===== config.mk =====
export PLATFORM = sky130hd
export DESIGN_NAME = fir_mac_sequencer
export DESIGN_NICKNAME = d
export VERILOG_FILES = /design/src/rtl/fir_mac_sequencer.sv
export SDC_FILE = /design/constraint.sdc
export NUM_CORES = 1
export LEC_CHECK = 0
export ABC_AREA = 1
export CORE_ASPECT_RATIO = 0.75
export CORE_MARGIN = 1
export CORE_UTILIZATION = 32
export DETAILED_ROUTE_END_ITERATION = 8
export GPL_TIMING_DRIVEN = 0
export SKIP_LAST_GASP = 1
export SLEW_MARGIN = 25
export SYNTH_ARGS = -nofsm -noshare
export SYNTH_HDL_FRONTEND = slang
export SYNTH_SLANG_ARGS = --single-unit
export TNS_END_PERCENT = 20

===== constraint.sdc =====
create_clock -name clk -period 8.06 [get_ports clk]
set_clock_uncertainty 0.15 [all_clocks]
set_input_delay 1.612 -clock clk [delete_from_list [all_inputs] [get_ports clk]]
set_output_delay 1.612 -clock clk [all_outputs]
set_load 0.02 [all_outputs]

===== src/rtl/fir_mac_sequencer.sv =====
// fir_mac_sequencer
// Time-multiplexed FIR filter controller. A TAPS-deep sample delay line and a
// writable coefficient bank feed one shared signed multiply-accumulate unit,
// which spends TAPS cycles per sample before presenting the result.
//
// Handshake rule (both sides): a transfer happens on a rising clk edge where
// valid and ready are both high. A producer holding valid keeps its data
// stable until the transfer. in_ready is asserted only in IDLE with no
// coefficient write pending. out_valid is asserted only in OUT, and y_out
// is held until out_ready is seen. No input reaches any output without
// passing through a register, except coef_wr_en gating in_ready in IDLE.
module fir_mac_sequencer #(
  parameter int TAPS = 4,
  parameter int DW   = 8,
  parameter int CW   = 8,
  parameter int OW   = 18,
  localparam int AW  = (TAPS > 1) ? $clog2(TAPS) : 1
) (
  input  logic                 clk,
  input  logic                 reset,
  input  logic                 in_valid,
  output logic                 in_ready,
  input  logic signed [DW-1:0] x_in,
  input  logic                 coef_wr_en,
  input  logic [AW-1:0]        coef_wr_addr,
  input  logic signed [CW-1:0] coef_wr_data,
  output logic                 out_valid,
  input  logic                 out_ready,
  output logic signed [OW-1:0] y_out,
  output logic                 busy,
  output logic [1:0]           state_dbg
);

  typedef enum logic [1:0] {
    S_IDLE = 2'd0,
    S_MAC  = 2'd1,
    S_OUT  = 2'd2
  } state_t;

  state_t state;
  state_t state_nx;

  // Delay line (x[0] is the newest sample) and coefficient bank.
  logic signed [DW-1:0] x [TAPS];
  logic signed [CW-1:0] c [TAPS];

  logic signed [OW-1:0]    acc;
  logic [AW-1:0]           tap;
  logic                    last_tap;
  logic                    accept;
  logic                    coef_we;
  logic                    addr_ok;
  logic signed [DW+CW-1:0] prod;
  logic signed [OW-1:0]    prod_ext;
  logic signed [OW-1:0]    acc_sum;

  assign last_tap  = (tap == AW'(TAPS - 1));
  assign addr_ok   = (32'(coef_wr_addr) < TAPS);
  assign state_dbg = state;

  // Shared MAC: full-precision signed product, sign-extended, wrapping add.
  assign prod     = x[tap] * c[tap];
  assign prod_ext = OW'(prod);
  assign acc_sum  = acc + prod_ext;

  // State register.
  always_ff @(posedge clk) begin
    if (reset) begin
      state <= S_IDLE;
    end else begin
      state <= state_nx;
    end
  end

  // Next-state and handshake/control decode.
  always_comb begin
    state_nx  = state;
    in_ready  = 1'b0;
    out_valid = 1'b0;
    busy      = 1'b1;
    accept    = 1'b0;
    coef_we   = 1'b0;
    case (state)
      S_IDLE: begin
        busy     = 1'b0;
        // A coefficient write takes the cycle; the sample waits.
        in_ready = !coef_wr_en;
        accept   = in_valid && !coef_wr_en;
        coef_we  = coef_wr_en && addr_ok;
        if (accept) state_nx = S_MAC;
      end
      S_MAC: begin
        if (last_tap) state_nx = S_OUT;
      end
      S_OUT: begin
        out_valid = 1'b1;
        if (out_ready) state_nx = S_IDLE;
      end
      default: begin
        state_nx = S_IDLE;
      end
    endcase
  end

  // Datapath: delay line shift, coefficient writes, accumulation, result hold.
  always_ff @(posedge clk) begin
    if (reset) begin
      for (int i = 0; i < TAPS; i++) begin
        x[i] <= '0;
        c[i] <= CW'(1);
      end
      acc   <= '0;
      tap   <= '0;
      y_out <= '0;
    end else begin
      if (accept) begin
        for (int i = TAPS - 1; i > 0; i--) begin
          x[i] <= x[i-1];
        end
        x[0] <= x_in;
        acc  <= '0;
        tap  <= '0;
      end
      if (coef_we) begin
        c[coef_wr_addr] <= coef_wr_data;
      end
      if (state == S_MAC) begin
        acc <= acc_sum;
        tap <= last_tap ? '0 : tap + 1'b1;
        if (last_tap) begin
          y_out <= acc_sum;
        end
      end
    end
  end

endmodule


==> results.yml <==
critical_path:
  cp_common_cell: "fa_1"
  slowest_stage: "nor2_2"
  startpoint_type: "register"
  crit_path_max_fanout: 11
  crit_type: "register to register"
  r2r_end: "acc[11]"
  critPathMaxStageDelay_ns: 0.64
  cp.required_ns: 8.20
  critical_path_arrival_ns: 6.34
  reg2reg_slack_ns: 1.86
  cp-end-kind: "register"
  r2r_cells: 21
  path_cells: "inv_1 -> buf_2 -> a21oi_1 -> a32oi_4 -> inv_2 -> nor2_2 -> inv_1 -> fa_1 -> inv_1 -> fa_1 -> fa_1 -> fa_1 -> fa_1 -> ha_1 -> nand2_1 -> nor2_1 -> nand2_1 -> nand2_1 -> xor2_1 -> nand2_1 -> a21oi_1"
clock_network:
  cts-htree-levels: 3
  post_cts_buffers: 0
  clk_pin_slew_ns: 0.08
  cts-root-buf: "clkbuf_16"
  cts_sinks: 106
  cts.path.max_buffers: 2
  cts_resized: 0
  hold_buffers: 0
  numCtsBuffers: 9
  clock_latency_ns: 0.37
  cts_tree: "built"
hold_path:
  hold-path-endpoint: "acc[3]"
  holdPathStages: 2
  hold_class: "register to register"
  min-delay-start: "acc[3]"
run:
  cap_violations: 0
synth:
  ys_async_sr_fraction_pct: 0
  netlist_top_cells_count: "inv_1 (210), nand2_1 (194), nor2_1 (129)"
  synth_cell_types: 32
  syn_area_per_cell_um2: 8.59
  ys_top_cells_by_area: "edfxtp_1 (24%), fa_1 (20%), dfxtp_1 (11%), inv_1 (9.8%), nand2_1 (9.1%)"
  syn-num-nets: 1078
  ys_seq_area_share_pct: 34.5
  ys_seq_elements: 106
  synth_edf_count: 64
  yosys_most_used_dff: "edfxtp_1"
  synth_top_area_share_pct: 24.0
  synthesis.area_um2: 8000
  syn_inst: 932
  yosys_warnings: 0
  yosysTopAreaCell: "edfxtp_1"
  synth_most_common_cell: "inv_1"
sta:
  finalCritPeriodShare_pct: 76.9
  hold_viol_final: 0
  max_freq_mhz: 161
  report.final.setup_viol: 0
  final.setup.worst_slack_ns: 1.86
  fin_crit_ns: 6.20
  tightest_slew_ns: 0.889
  drv_slew: 0
  fin_tns_setup_ns: 0
  rsz0062_at_grt: "no"
  max_slew_margin_pct: 40.4
routing:
  dr.first_iter.drc_count: 409
  ant_nets: 0
  wire_per_inst_um: 13.8
  drc: 0
  avgViaCountPerCell: 4.48
  dr.pass1.iters: 5
  route.vias.total: 5934
  finalWirelength_mm: 18.3
finish:
  final_nets: 1134
  design_area_um2: 9170
  diodes: 0
  area_growth_pct: 14.5
  post-route-util_pct: 37.8
  layout-drive-gt1-share_pct: 7.15
global_routing:
  grt_max_degree: 33
  track_usage_pct: 15.6
  antenna_found_initial: 0
  overflow: 0
  grt_pass1_vias: 5991
  grt_pass1_wl_mm: 31.0
floorplan:
  core-area_um2: 24300
  dieArea_um2: 25700
  initial_core_util_pct: 33.0
  rows: 49
  die_h_um: 139
  io_pins: 46
  die_width_um: 185
power:
  p_total_w: 0.00298
  leakagePower_nw: 4.38
  vdd_drop_max_mv: 0.201
  power_density_nw_per_um2: 325
place:
  post-place-ws_ns: 1.92
  io_buffer_count: 45
  placed_area_um2: 8880
  hpwlAfterDp_mm: 14.5
  gp_congestion: 0.848
status:
  status: "finished clean"
-- area by class of cell --
cell class,instances,area [um^2]
clock inverter,7,61.3
clock buffer,9,225
multi-input combinational,577,4270
sequential,106,2760
buffer,22,130
fill,2488,15100
timing repair buffer,45,450
inverter,227,852
tap,331,414
-- per-layer routing --
layer  routed length (um)  track usage (%)  share of wire [%]  vias to the layer above
li1                     -                -                  -                     2956
met1                 9880             24.3                 54                     2824
met2                 7370             22.1                 40                      138
met3                  847             2.15                4.6                       16
met4                  206             3.99                1.1                        0
met5                    0                0                  0                        -
-- registers in the layout, indices dropped and copies added (netlist names), named ones only --
| signal | cells |
|---|---|
| c | 32 |
| x | 32 |
| acc | 18 |
| y_out | 18 |
| state_dbg | 2 |
| tap | 2 |
-- cells by family after synthesis --
logic type | synth area share [%]
fa+ha+maj | 26.7
xor+xnor | 0.657
flops | 34.5
compound gates | 8.61
simple gates | 17.2
buf+inv | 12.3
-- power breakdown --
group / leakage, nW / switching [W] / internal, W
logic: 3.23 / 0.00120 / 0.000687
registers: 1.00 / 0.0000280 / 0.000619
clock network: 0.143 / 0.000228 / 0.000216
-- layout by cell type, fill, tap and decap left out --
cell type,instances
fa_1,80
o22ai_1,1
clkinv_8,1
xor2_1,3
clkinv_4,1
o21bai_1,7
o21ai_0,12
buf_6,3
nand3_1,21
ha_1,43
inv_1,210
nand4_1,3
clkbuf_1,5
nor3_1,2
inv_6,3
inv_2,16
clkdlybuf4s50_1,45
nor2_4,1
clkinv_1,1
a32o_1,1
nand2_1,193
nor2_2,4
buf_2,11
o211ai_1,2
nand2_2,2
edfxtp_1,64
a32oi_4,1
clkbuf_16,9
buf_4,3
a21o_1,4
dfxtp_1,42
a32oi_2,13
xnor2_1,3
clkinv_2,2
o31ai_2,1
nor2_1,127
a32oi_1,1
a21oi_1,52
-- through the flow --
step	cells	hold slack, ns
finish	1324	0.311
global route	1324	0.339
CTS	1324	0.314
detailed placement	1308	0.302
global placement	1308	0.301
floorplan	932	0.289
-- worst max-delay path, delay by kind of cell, from the launching register on --
kind | cells | cell delay [ns]
buffers and inverters | 5 | 0.71
AOI/OAI and AO/OA | 3 | 0.58
adders and majority gates | 6 | 2.88
xor gates and xnor gates | 1 | 0.26
and+or+nand+nor | 6 | 1.21
DFF | 1 | 0.31
-- worst max path at each step --
stage,start,endpoint,slack (ns),cells past startpoint
2_1_floorplan,register,y_out[14],2.36,24
3_3_place_gp,register,acc[11],1.63,21
3_5_place_dp,register,acc[11],1.92,21
4_1_cts,register,acc[11],1.86,21
5_1_grt,register,acc[11],1.48,21
6_report,register,acc[11],1.86,21
(Power assumes the default switching activity.)
